File: src/rtl/ac_meas_pkg.sv
`default_nettype none
// ============================================================================
//  Module   : ac_meas_pkg
//  Purpose  : Shared types and helpers for the AC measurement blocks.
//             Holds the measurement FSM state encoding, width calculators for
//             the accumulator and quotient paths, and an unsigned saturation
//             helper.
//  Revision : 1.0 - initial release
// ============================================================================
package ac_meas_pkg;

  typedef enum logic [1:0] {
    IDLE   = 2'd0,
    ACCUM  = 2'd1,
    DIVIDE = 2'd2,
    DONE   = 2'd3
  } meas_state_e;

  // Accumulator width: one sample magnitude times the window length.
  function automatic int unsigned acc_width(input int unsigned sample_w,
                                            input int unsigned win_log2);
    return sample_w + win_log2;
  endfunction

  // Quotient width: the dividend is the output sum pre-shifted by FRAC_W.
  function automatic int unsigned quot_width(input int unsigned sample_w,
                                             input int unsigned win_log2,
                                             input int unsigned frac_w);
    return acc_width(sample_w, win_log2) + frac_w;
  endfunction

  // Clamp an unsigned value (up to 64 bits) to the largest out_w-bit value.
  function automatic logic [63:0] sat_unsigned(input logic [63:0]   val,
                                               input int unsigned   out_w);
    logic [63:0] max_v;
    if (out_w >= 64) begin
      return val;
    end
    max_v = (64'd1 << out_w) - 64'd1;
    return (val > max_v) ? max_v : val;
  endfunction

endpackage
`default_nettype wire

File: src/rtl/ac_gain_meter_seq_divider.sv
`default_nettype none
// ============================================================================
//  Module   : seq_divider
//  Purpose  : Restoring unsigned divider, one quotient bit per clock.
//             The first quotient bit is produced on the cycle start is
//             accepted, so a full WIDTH-bit quotient takes exactly WIDTH
//             clocks; done pulses on the cycle after the last bit.
//  Ports    : clk, rst_n      - clock, asynchronous active-low reset
//             start           - accept dividend/divisor (ignored while busy)
//             dividend        - unsigned dividend
//             divisor         - unsigned divisor (must be non-zero)
//             done            - one-cycle pulse, quotient valid
//             quotient        - result, held until the next start
//  Revision : 1.0 - initial release
// ============================================================================
module seq_divider #(
  parameter int unsigned WIDTH = 24  // must be >= 2
) (
  input  logic             clk,
  input  logic             rst_n,
  input  logic             start,
  input  logic [WIDTH-1:0] dividend,
  input  logic [WIDTH-1:0] divisor,
  output logic             done,
  output logic [WIDTH-1:0] quotient
);

  localparam int unsigned CNT_W = $clog2(WIDTH + 1);

  logic [WIDTH-1:0] rem_q, rem_d;
  logic [WIDTH-1:0] dvd_q, dvd_d;   // dividend shifts out MSB-first, quotient shifts in
  logic [WIDTH-1:0] dvs_q, dvs_d;
  logic [CNT_W-1:0] cnt_q, cnt_d;
  logic             busy_q, busy_d;
  logic             done_q, done_d;

  logic [WIDTH-1:0] w_src_rem;
  logic [WIDTH-1:0] w_src_dvd;
  logic [WIDTH-1:0] w_src_dvs;
  logic [WIDTH:0]   w_trial;
  logic             w_take;
  logic [WIDTH-1:0] w_rem_step;
  logic [WIDTH-1:0] w_dvd_step;

  // One restoring step; when idle the step operates on the fresh operands so
  // the first bit is resolved in the start cycle.
  always_comb begin
    w_src_rem = rem_q;
    w_src_dvd = dvd_q;
    w_src_dvs = dvs_q;
    if (!busy_q) begin
      w_src_rem = '0;
      w_src_dvd = dividend;
      w_src_dvs = divisor;
    end
    w_trial    = {w_src_rem, w_src_dvd[WIDTH-1]};
    w_take     = (w_trial >= {1'b0, w_src_dvs});
    w_rem_step = w_take ? WIDTH'(w_trial - {1'b0, w_src_dvs}) : w_trial[WIDTH-1:0];
    w_dvd_step = {w_src_dvd[WIDTH-2:0], w_take};
  end

  always_comb begin
    rem_d  = rem_q;
    dvd_d  = dvd_q;
    dvs_d  = dvs_q;
    cnt_d  = cnt_q;
    busy_d = busy_q;
    done_d = 1'b0;
    if (busy_q) begin
      rem_d = w_rem_step;
      dvd_d = w_dvd_step;
      cnt_d = cnt_q - CNT_W'(1);
      if (cnt_q == CNT_W'(1)) begin
        busy_d = 1'b0;
        done_d = 1'b1;
      end
    end else if (start) begin
      rem_d  = w_rem_step;
      dvd_d  = w_dvd_step;
      dvs_d  = divisor;
      cnt_d  = CNT_W'(WIDTH - 1);
      busy_d = 1'b1;
    end
  end

  always_ff @(posedge clk or negedge rst_n) begin
    if (!rst_n) begin
      rem_q  <= '0;
      dvd_q  <= '0;
      dvs_q  <= '0;
      cnt_q  <= '0;
      busy_q <= 1'b0;
      done_q <= 1'b0;
    end else begin
      rem_q  <= rem_d;
      dvd_q  <= dvd_d;
      dvs_q  <= dvs_d;
      cnt_q  <= cnt_d;
      busy_q <= busy_d;
      done_q <= done_d;
    end
  end

  assign done     = done_q;
  assign quotient = dvd_q;

endmodule
`default_nettype wire

File: src/rtl/ac_gain_meter.sv
`default_nettype none
// ============================================================================
//  Module   : ac_gain_meter
//  Purpose  : Amplitude gain |Out|/|In| of an amplifier under test, taken as
//             the ratio of mean absolute output and input samples over a
//             window of 2^WIN_LOG2 valid samples. Result is unsigned
//             Q(GAIN_W-FRAC_W).FRAC_W, truncated and saturated.
//  Ports    : clk, rst_n      - clock, asynchronous active-low reset
//             start           - begin a measurement (ignored unless idle)
//             in_valid        - in_sample/out_sample valid this cycle
//             in_sample       - signed stimulus sample
//             out_sample      - signed response sample
//             busy            - measurement in progress
//             done            - one-cycle result strobe
//             gain            - |Out|/|In| ratio
//             overflow        - ratio saturated to all-ones
//             in_zero         - input sum was zero, gain forced to all-ones
//  Revision : 1.0 - initial release
// ============================================================================
module ac_gain_meter
  import ac_meas_pkg::*;
#(
  parameter int unsigned SAMPLE_W = 12,
  parameter int unsigned WIN_LOG2 = 10,
  parameter int unsigned FRAC_W   = 8,
  parameter int unsigned GAIN_W   = 16
) (
  input  logic                clk,
  input  logic                rst_n,
  input  logic                start,
  input  logic                in_valid,
  input  logic [SAMPLE_W-1:0] in_sample,
  input  logic [SAMPLE_W-1:0] out_sample,
  output logic                busy,
  output logic                done,
  output logic [GAIN_W-1:0]   gain,
  output logic                overflow,
  output logic                in_zero
);

  localparam int unsigned ACC_W = acc_width(SAMPLE_W, WIN_LOG2);
  localparam int unsigned Q_W   = quot_width(SAMPLE_W, WIN_LOG2, FRAC_W);

  meas_state_e         state_q, state_d;
  logic                busy_q, busy_d;
  logic                done_q, done_d;
  logic [GAIN_W-1:0]   gain_q, gain_d;
  logic                overflow_q, overflow_d;
  logic                in_zero_q, in_zero_d;
  logic [ACC_W-1:0]    sum_in_q, sum_in_d;
  logic [ACC_W-1:0]    sum_out_q, sum_out_d;
  logic [WIN_LOG2-1:0] cnt_q, cnt_d;

  logic [SAMPLE_W-1:0] w_abs_in;
  logic [SAMPLE_W-1:0] w_abs_out;
  logic [ACC_W-1:0]    w_sum_in_nxt;
  logic [ACC_W-1:0]    w_sum_out_nxt;
  logic                w_last;
  logic                w_div_start;
  logic                w_div_done;
  logic [Q_W-1:0]      w_quot;
  logic [63:0]         w_quot_wide;
  logic [63:0]         w_quot_sat;
  logic                w_quot_ovf;

  // Magnitude as SAMPLE_W-bit unsigned: the most-negative code maps to
  // 2^(SAMPLE_W-1), which is representable unsigned, so nothing wraps.
  always_comb begin
    w_abs_in  = in_sample[SAMPLE_W-1]  ? (~in_sample  + SAMPLE_W'(1)) : in_sample;
    w_abs_out = out_sample[SAMPLE_W-1] ? (~out_sample + SAMPLE_W'(1)) : out_sample;
  end

  assign w_sum_in_nxt  = sum_in_q  + ACC_W'(w_abs_in);
  assign w_sum_out_nxt = sum_out_q + ACC_W'(w_abs_out);
  assign w_last        = &cnt_q;

  // The divider takes the sums including the final sample directly, so it
  // starts on the same edge that accepts that sample.
  assign w_div_start = (state_q == ACCUM) && in_valid && w_last && (w_sum_in_nxt != '0);

  seq_divider #(
    .WIDTH (Q_W)
  ) u_div (
    .clk      (clk),
    .rst_n    (rst_n),
    .start    (w_div_start),
    .dividend ({w_sum_out_nxt, {FRAC_W{1'b0}}}),
    .divisor  ({{FRAC_W{1'b0}}, w_sum_in_nxt}),
    .done     (w_div_done),
    .quotient (w_quot)
  );

  assign w_quot_wide = 64'(w_quot);
  assign w_quot_sat  = sat_unsigned(w_quot_wide, GAIN_W);
  assign w_quot_ovf  = (w_quot_wide >> GAIN_W) != 64'd0;

  always_comb begin
    state_d    = state_q;
    busy_d     = busy_q;
    done_d     = 1'b0;
    gain_d     = gain_q;
    overflow_d = overflow_q;
    in_zero_d  = in_zero_q;
    sum_in_d   = sum_in_q;
    sum_out_d  = sum_out_q;
    cnt_d      = cnt_q;
    case (state_q)
      IDLE: begin
        if (start) begin
          sum_in_d  = '0;
          sum_out_d = '0;
          cnt_d     = '0;
          busy_d    = 1'b1;
          state_d   = ACCUM;
        end
      end
      ACCUM: begin
        if (in_valid) begin
          sum_in_d  = w_sum_in_nxt;
          sum_out_d = w_sum_out_nxt;
          cnt_d     = cnt_q + WIN_LOG2'(1);
          if (w_last) begin
            if (w_sum_in_nxt == '0) begin
              state_d    = DONE;
              busy_d     = 1'b0;
              done_d     = 1'b1;
              gain_d     = '1;
              overflow_d = 1'b1;
              in_zero_d  = 1'b1;
            end else begin
              state_d = DIVIDE;
            end
          end
        end
      end
      DIVIDE: begin
        if (w_div_done) begin
          state_d    = DONE;
          busy_d     = 1'b0;
          done_d     = 1'b1;
          gain_d     = GAIN_W'(w_quot_sat);
          overflow_d = w_quot_ovf;
          in_zero_d  = 1'b0;
        end
      end
      DONE: begin
        state_d = IDLE;
      end
      default: begin
        state_d = IDLE;
        busy_d  = 1'b0;
      end
    endcase
  end

  always_ff @(posedge clk or negedge rst_n) begin
    if (!rst_n) begin
      state_q    <= IDLE;
      busy_q     <= 1'b0;
      done_q     <= 1'b0;
      gain_q     <= '0;
      overflow_q <= 1'b0;
      in_zero_q  <= 1'b0;
      sum_in_q   <= '0;
      sum_out_q  <= '0;
      cnt_q      <= '0;
    end else begin
      state_q    <= state_d;
      busy_q     <= busy_d;
      done_q     <= done_d;
      gain_q     <= gain_d;
      overflow_q <= overflow_d;
      in_zero_q  <= in_zero_d;
      sum_in_q   <= sum_in_d;
      sum_out_q  <= sum_out_d;
      cnt_q      <= cnt_d;
    end
  end

  assign busy     = busy_q;
  assign done     = done_q;
  assign gain     = gain_q;
  assign overflow = overflow_q;
  assign in_zero  = in_zero_q;

endmodule
`default_nettype wire

File: config.mk
export PLATFORM = sky130hd
export DESIGN_NAME = ac_gain_meter
export DESIGN_NICKNAME = d
export VERILOG_FILES = /design/src/rtl/ac_meas_pkg.sv /design/src/rtl/ac_gain_meter_seq_divider.sv /design/src/rtl/ac_gain_meter.sv
export SDC_FILE = /design/constraint.sdc
export NUM_CORES = 1
export LEC_CHECK = 0
export ABC_AREA = 1
export BUFFER_PORTS_ARGS = -buffer_cell sky130_fd_sc_hd__buf_2
export CAP_MARGIN = 15
export CORE_ASPECT_RATIO = 1.75
export CORE_MARGIN = 4
export CORE_UTILIZATION = 25
export DETAILED_ROUTE_END_ITERATION = 12
export PLACE_DENSITY = 0.45
export SYNTH_ARGS = -nofsm -noshare
export SYNTH_HDL_FRONTEND = slang
export SYNTH_HIERARCHICAL = 1
export SYNTH_SLANG_ARGS = --single-unit
File: constraint.sdc
create_clock -name clk -period 6 [get_ports clk]
set_clock_uncertainty 0.1 [all_clocks]
set_input_delay 0 -clock clk [delete_from_list [all_inputs] [get_ports clk]]
set_output_delay 0 -clock clk [all_outputs]
set_load 0.02 [all_outputs]
# Word level (Yosys, flattened, before mapping)
# Index checks and enable logic that the tools add are counted.
# Widths: inputs -> output; s select.
# word_totals
in_bits	28
output_inout_bits	20
elab_cells	107
ff_bits	165
# op_classes
n_eq_ne	9
n_addsub	7
mux	54
n_reduce_logical	17
n_bitwise	3
order_cmp	2
# ops
op	count
$mux 30	7
$mux 22	4
$pmux 22 s2	2
$mux 16	5
$reduce_bool 64->1	1
$add 22x12->22	2
$pmux 16 s2	1
$ge 31x22->1	1
$gt 30x16->1 const B	1
$sub 30x22->30	1
$add 12x1->12 const B	2
$mux 12	2
$not 12->12	2
$logic_not 22->1	1
$reduce_bool 22->1	1
$mux 10	2
$pmux 10 s2	1
$mux 1	19
$add 10x1->10 const B	1
$mux 5	2
$reduce_and 10->1	1
$mux 2	4
$pmux 2 s4	1
$ne 2x2->1 const B	3
17 further kinds	25

# Logic depth before layout (Yosys ltp)
# Gate-level depths: netlist (run 1).
# logic_depth
depth_word	9
depth_mapped	34
mapped_depth_nobuf	34

# Hierarchy
# Netlist (run 1), hierarchy kept.
# by_module_without_submodules
mod	n_inst	area_each_um2	cells_each	seq_area_each_um2
seq_divider	1	6985.4	1042	2427.3
ac_gain_meter	1	5789.3	829	1901.8

# Worst setup path before layout (run 1)
# OpenSTA, ideal clock, no wires.
# synth_timing
kind	input to register
start	input port in_sample[1]
end	register u_div.rem_q[24]
cell_stages	30
t_arrival_ps	3789
setup_ps	118
n_path_buf	1
setup_slack_ps	1993
required_ps	5782
path_cell_list	inv_1 > ha_1 > inv_1 > nor3_1 > nand4_1 > o31ai_1 > xor2_1 > ha_1 > nand2_1 > nor3_1 > a21oi_1 > nand2_2 > nand2_1 > nand2_1 > and2_1 > inv_1 > inv_1 > nand2_1 > o21ai_0 > ha_1 > nand2_1 > nor2_1 > inv_1 > nor2_1 > nand4_4 > nand3_4 > nand2_4 > buf_6 > a21oi_2 > nor2_1
# synth_via
elab_chain_len	9
elab_cells_between_ends	13
classes_between	add/sub: 3; order compare: 1; mux: 5; bitwise: 1; reduce/logical: 3
# synth_lines
element	line_no	text
start, declared	ac_gain_meter.sv:32	input logic [SAMPLE_W-1:0] in_sample,
$not 12->12	ac_gain_meter.sv:69	w_abs_in = in_sample[SAMPLE_W-1] ? (~in_sample + SAMPLE_W'(1)) : in_sample;
$add 12x1->12	ac_gain_meter.sv:69	
$mux 12 *	ac_gain_meter.sv:69	
$add 22x12->22 *	ac_gain_meter.sv:73	assign w_sum_in_nxt = sum_in_q + ACC_W'(w_abs_in);
via w_sum_in_nxt[17]	ac_gain_meter.sv:56	logic [ACC_W-1:0] w_sum_in_nxt;
$mux 22	ac_gain_meter_seq_divider.sv:51	if (!busy_q) begin
$sub 30x22->30 / $ge 31x22->1 (equally long branches)	ac_gain_meter_seq_divider.sv:58, ac_gain_meter_seq_divider.sv:57	
$mux 30	ac_gain_meter_seq_divider.sv:58	w_rem_step = w_take ? WIDTH'(w_trial - {1'b0, w_src_dvs}) : w_trial[WIDTH-1:0];
$mux 30	ac_gain_meter_seq_divider.sv:77	end else if (start) begin
$mux 30	ac_gain_meter_seq_divider.sv:69	if (busy_q) begin
end signal, assigned	ac_gain_meter_seq_divider.sv:95	rem_q <= rem_d;
end, declared	ac_gain_meter_seq_divider.sv:30	logic [WIDTH-1:0] rem_q, rem_d;
# Mark *: on every way through the listed nets, which the timed path passes. The rest lies on a longest branch. The select of a mux whose other input is x is not followed.
# A chain may end at the register's enable or synchronous reset.

# Worst setup path after layout (run 1)
# layout_timing
start	input port in_sample[0]
end	register u_div.rem_q[2]
# layout_via
elab_chain_len	9
elab_cells_between_ends	13
classes_between	add/sub: 3; order compare: 1; mux: 5; bitwise: 1; reduce/logical: 3
# layout_lines
element	line_no	text
$not 12->12	ac_gain_meter.sv:69	
$add 12x1->12	ac_gain_meter.sv:69	
$mux 12 *	ac_gain_meter.sv:69	
$add 22x12->22 *	ac_gain_meter.sv:73	
via w_sum_in_nxt[17]	ac_gain_meter.sv:56	
$mux 22	ac_gain_meter_seq_divider.sv:51	
$ge 31x22->1	ac_gain_meter_seq_divider.sv:57	w_take = (w_trial >= {1'b0, w_src_dvs});
$mux 30	ac_gain_meter_seq_divider.sv:58	
$mux 30	ac_gain_meter_seq_divider.sv:77	
$mux 30	ac_gain_meter_seq_divider.sv:69	
# Marked as above.

==> flow_summary.yaml, run 1 <==
outcome:
  status: "complete, but fails checks"
  violations: "negative hold slack"
floorplanning:
  top_level_ports: 48
  num_rows: 109
  initial_core_util: 0.252
  design.core.area_sq_mm: 0.0506
  die_h_um: 307
  fp.dieArea_sq_mm: 0.0549
  die-width_um: 179
power:
  p_leak_nw: 7.75
  p_per_area_mw_per_mm2: 374
  ir_worst_vdd_v: 0.000226
synthesis:
  synth_async_sr_flop_share: 1.00
  synth-adder-area-share: 0.0664
  yosys.cell_types.count: 55
  synth_cells: 1871
  ys.flop_type: "dfrtp_1"
  synth.largest_area_cell: "dfrtp_1"
  synth_edf_count: 0
  synthMuxAreaShare: 0
  synth_seq_area_share: 0.339
  synth_compound_area_frac: 0.110
  yosysWarningCount: 6
  synth_top_area_frac: 0.339
  synth.area.top_cells: "dfrtp_1 (34%), nand2_1 (18%), inv_1 (7.8%), ha_1 (6.2%), nand3_1 (5.2%)"
  syn_avg_cell_area_sq_um: 6.83
  syn_area_sq_mm: 0.0128
  synth_top_family_by_area: "simple AND/OR/NAND/NOR gates"
  synth-xor-area-share: 0.0357
  synth-simple-area-share: 0.344
  ys_ff_latch: 173
sta:
  max_clock_freq_mhz: 190
  setup_viol: 0
  fin_crit_ps: 5250
  hold_slack_ps: -6.96
  drv_slew: 0
  fin_tns_setup_ps: 0
  rsz0062_at_grt: "no"
  fin_ws_ps: 751
  finalHoldViolCount: 3
  post-route-period-util: 0.875
  tightest_slew_ps: 991
  slew_headroom: 0.333
drt:
  routed_wl_mm: 40.0
  drt_pass1_iterations: 5
  wl_per_cell_um: 15.4
  drt_iter0_markers: 520
  via_count: 11700
  viasPerCell: 4.51
  drc: 0
  antenna_left: 0
placement:
  dp_hpwl_mm: 31.0
  dp_cells: 2560
  portBuffers: 47
  routabilityCongestion: 0.935
  pre_cts_slack_ps: 876
setup_path:
  critPathCaptureType: "register"
  cp.arrival_ps: 5500
  cp_max_fo: 19
  startpoint_type: "input pin"
  crit_slowest_cell: "dlygate4sd3_1"
  cpPeakStageDelay_ps: 520
  crit_required_ps: 6250
  critPathKind: "in -> reg"
global_route:
  grt_pass1_wl_mm: 63.8
  grt_overflow: 0
  grt_use_met3: 0.0199
  grt_pass1_vias: 12000
  grt_start_max_net_pins: 110
  busiest_layer: "met2"
  use_met2: 0.291
  grtUsageTotal: 0.149
  antenna_found_initial: 1
  grt_use_met1: 0.152
layout:
  antenna_cells: 0
  final_layout_size_suffix_gt1_frac: 0.0870
  syn_to_final_growth_pct: 13.0
  nets: 2012
  final_common_cell: "nand2_1"
  layout_common_cells: "nand2_1 (611), inv_1 (267), dfrtp_1 (172)"
  fin_cells: 2597
  final_util: 0.285
clocking:
  clk_pin_slew_worst_paths_ps: 80
  cts_sinks: 173
  clock_insertion_delay_worst_skew_ps: 470
  post_cts_resized: 0
  clk_path_buf_depth: 2
  cts_buffers: 17
  cts-root-buf: "clkbuf_16"
  htree_levels: 4
  post_cts_buffers: 0
  cts_tree: "built"
worst_hold_path:
  min_path_type: "in -> async"
run:
  cap_violations: 0
-- sequential cells by signal, summed over array words and instances (netlist names) --
signal          flops
u_div/dvs_q        30
busy                1
sum_in_q           22
sum_out_q          22
gain               16
overflow            1
state_q             2
u_div/rem_q        30
u_div/cnt_q         5
u_div/busy_q        1
cnt_q              10
u_div/done          1
done                1
in_zero             1
u_div/quotient     30
-- per-layer routing --
layer	routed length [um]	share of wire
met5	0	0
met4	1730	0.043
met3	655	0.016
met2	22400	0.56
met1	15200	0.38
-- kinds of logic (layout without fill, tap and decap cells) --
family                   after synthesis  in the layout
AND/OR/NAND/NOR                     1010           1010
flip-flops                           173            173
buffers and inverters                336            381
other                                  1             16
adder cells (fa/ha/maj)               66             66
XOR/XNOR                              52             52
AO/OA/AOI/OAI                        233            233
-- synth_stat cells (5+ instances only) --
| library cell | count |
|---|---|
| nand3_1 | 133 |
| inv_1 | 267 |
| o211ai_1 | 9 |
| clkbuf_1 | 37 |
| or2_2 | 7 |
| buf_6 | 6 |
| nand2_2 | 20 |
| buf_4 | 5 |
| nand3b_1 | 23 |
| nor3_1 | 22 |
| o221ai_1 | 7 |
| nor4_1 | 9 |
| o22ai_1 | 10 |
| nand3_2 | 8 |
| nand4_1 | 22 |
| a21boi_0 | 7 |
| a21oi_1 | 45 |
| o21bai_1 | 12 |
| o21ai_1 | 5 |
| xnor2_1 | 17 |
| inv_2 | 12 |
| a22oi_1 | 6 |
| a21o_1 | 5 |
| xor2_1 | 35 |
| o21ai_0 | 101 |
| nand2_1 | 612 |
| dfrtp_1 | 173 |
| a22o_1 | 10 |
| ha_1 | 63 |
| nor2_1 | 130 |
-- cell type report --
cell class	count	area [sq um]
Clock buffer	18	429
Clock inverter	14	175
Fill cell	5591	36200
Inverter	282	1060
Multi-Input combinational cell	1377	7190
Sequential cell	173	4330
Tap cell	666	833
Timing Repair Buffer	67	414
-- where the power goes --
group	internal (mW)	switching, mW	total (mW)
sequential	1.37	0.138	1.51
combinational	0.850	1.85	2.70
clock	0.630	0.563	1.19
-- worst paths after layout --
| kind | startpoint | to | slack, ps | depth (start not counted) |
|---|---|---|---|---|
| max in group asynchronous | rst_n | u_div/rem_q[3] | 4680 | 3 |
| setup reg to reg | sum_out_q[4] | u_div/rem_q[28] | 1530 | 24 |
| setup / recovery | in_sample[0] | u_div/rem_q[2] | 750 | 31 |
| hold reg to reg | in_zero | in_zero | 370 | 2 |
| hold / removal | rst_n | done | -7 | 2 |
| min in group clk | start | state_q[1] | 30 | 6 |
-- worst max-delay path: cells and delay by family --
family / cells / cell delay (ps)
adder cells (fa/ha/maj): 3 / 850
XOR/XNOR: 1 / 220
AND/OR/NAND/NOR: 16 / 2580
buffers and inverters: 7 / 940
AO/OA/AOI/OAI: 4 / 870
-- what timing repair did --
item | 4_1_cts | 5_1_grt
hold buffers | 4 | 0
endpoints found under the hold margin | 67 | 0
endpoints found under the setup margin | 0 | 0
-- stage by stage --
step                power [mW]  hold slack (ps)  instance area [sq um]
detailed placement        4.26            -39.6                  13800
CTS                       5.49             17.9                  14400
floorplan                 3.47             -396                  12800
finish                    5.40            -6.96                  14400
global route              5.88             61.7                  14400
global placement          4.24            -48.9                  13800
Power figures use the tool's default switching activity.
==> inputs of run 2 (changes only) <==
--- a/config.mk
+++ b/config.mk
@@ -10,9 +10,9 @@
 export CAP_MARGIN = 15
 export CORE_ASPECT_RATIO = 1.75
 export CORE_MARGIN = 4
-export CORE_UTILIZATION = 25
+export CORE_UTILIZATION = 45
 export DETAILED_ROUTE_END_ITERATION = 12
-export PLACE_DENSITY = 0.45
+export PLACE_DENSITY = 0.67
 export SYNTH_ARGS = -nofsm -noshare
 export SYNTH_HDL_FRONTEND = slang
 export SYNTH_HIERARCHICAL = 1
==> flow_summary.yaml, run 2 (synthesized netlist as in run 1, its figures left out) <==
outcome:
  status: "finished clean"
floorplanning:
  fp.dieArea_sq_mm: 0.0313
  die-width_um: 135
  top_level_ports: 48
  design.core.area_sq_mm: 0.0280
  die_h_um: 231
  initial_core_util: 0.457
  num_rows: 81
layout:
  seqCellArea_sq_mm: 0.00433
  multi_input_area_sq_mm: 0.00718
  final_util: 0.502
  antenna_cells: 0
  final_common_cell: "nand2_1"
  syn_to_final_growth_pct: 9.98
  fin_area_sq_mm: 0.0140
  final_layout_size_suffix_gt1_frac: 0.0865
  layout_common_cells: "nand2_1 (612), inv_1 (267), dfrtp_1 (172)"
  fin_cells: 2303
  fill_cells: 2859
  nets: 2011
clocking:
  post_cts_resized: 0
  clock_insertion_delay_worst_skew_ps: 450
  clk_path_buf_depth: 2
  cts_tree: "built"
  cts_sinks: 173
  cts-root-buf: "clkbuf_16"
  clk_pin_slew_worst_paths_ps: 70
  cts_buffers: 17
  htree_levels: 4
worst_hold_path:
  min_path_type: "in -> async"
sta:
  tightest_slew_ps: 913
  max_clock_freq_mhz: 187
  finalHoldViolCount: 0
  fin_crit_ps: 5350
  fin_ws_ps: 652
  hold_slack_ps: 27.1
  rsz0062_at_grt: "no"
  drv_slew: 0
  post-route-period-util: 0.891
  slew_headroom: 0.391
  setup_viol: 0
  fin_tns_setup_ps: 0
drt:
  via_count: 12000
  drt_pass1_iterations: 5
  antenna_left: 0
  wl_per_cell_um: 15.1
  drc: 0
  viasPerCell: 5.20
  drt_iter0_markers: 746
  routed_wl_mm: 34.9
power:
  ir_worst_vdd_v: 0.000241
  total_power_mw: 5.34
  p_per_area_mw_per_mm2: 380
  p_leak_nw: 7.74
placement:
  placed_area_sq_mm: 0.0134
  dp_hpwl_mm: 26.2
  dp_cells: 2265
  pre_cts_slack_ps: 773
  portBuffers: 47
  routabilityCongestion: 1.02
global_route:
  grt_pass1_wl_mm: 58.5
  grt_overflow: 0
  grt_pass1_vias: 12000
  grtUsageTotal: 0.233
  grt_start_max_net_pins: 73
  antenna_found_initial: 0
setup_path:
  r2r_start: "sum_out_q[4]"
  cp_max_fo: 24
  critical_path.startpoint: "in_sample[0]"
  crit_slowest_cell: "dlygate4sd3_1"
  critPathKind: "in -> reg"
  startpoint_type: "input pin"
  cpPeakStageDelay_ps: 530
  cp.arrival_ps: 5600
  critPathCaptureType: "register"
  crit_required_ps: 6250
run:
  cap_violations: 0
==> run 2: worst paths after layout <==
path,endpoint,slack (ps),cells past startpoint
worst max register to register,u_div/rem_q[20],1430,26
worst min register to register,gain[5],370,2
worst min-delay path,sum_in_q[6],30,3
worst max-delay path,u_div/rem_q[4],650,31
max in group asynchronous,u_div/busy_q,4830,3
min in group clk,state_q[1],30,6
==> run 2: cell type report <==
class	instances	share of cell area
Clock buffer	18	0.0313
Clock inverter	14	0.0110
Inverter	282	0.0755
Multi-Input combinational cell	1377	0.511
Sequential cell	173	0.308
Tap cell	373	0.0332
Timing Repair Buffer	66	0.0297
==> run 2: timing repair <==
item	in CTS	in global routing
hold endpoints to repair	50	0
buffers inserted	0	0
hold buffers	5	0
==> run 2: worst max-delay path, delay by kind of cell <==
| kind | cells | cell delay [ps] |
|---|---|---|
| AOI/OAI and AO/OA | 4 | 810 |
| xor gates and xnor gates | 1 | 260 |
| adders and majority gates | 3 | 840 |
| buffers and inverters | 7 | 940 |
| and+or+nand+nor | 16 | 2720 |
==> run 2: routing by layer <==
layer | GRT usage | wire (um) | share of wire
met3 | 0.0312 | 1060 | 0.030
met5 | 0 | 0 | 0
met2 | 0.424 | 18700 | 0.54
met4 | 0.131 | 1960 | 0.056
met1 | 0.254 | 13200 | 0.38
==> run 2: report_power, final <==
part,leakage [nW],switching (mW),internal [mW]
logic,5.30,1.84,0.857
clock network,0.284,0.541,0.601
registers,2.16,0.139,1.37
total,7.74,2.52,2.83
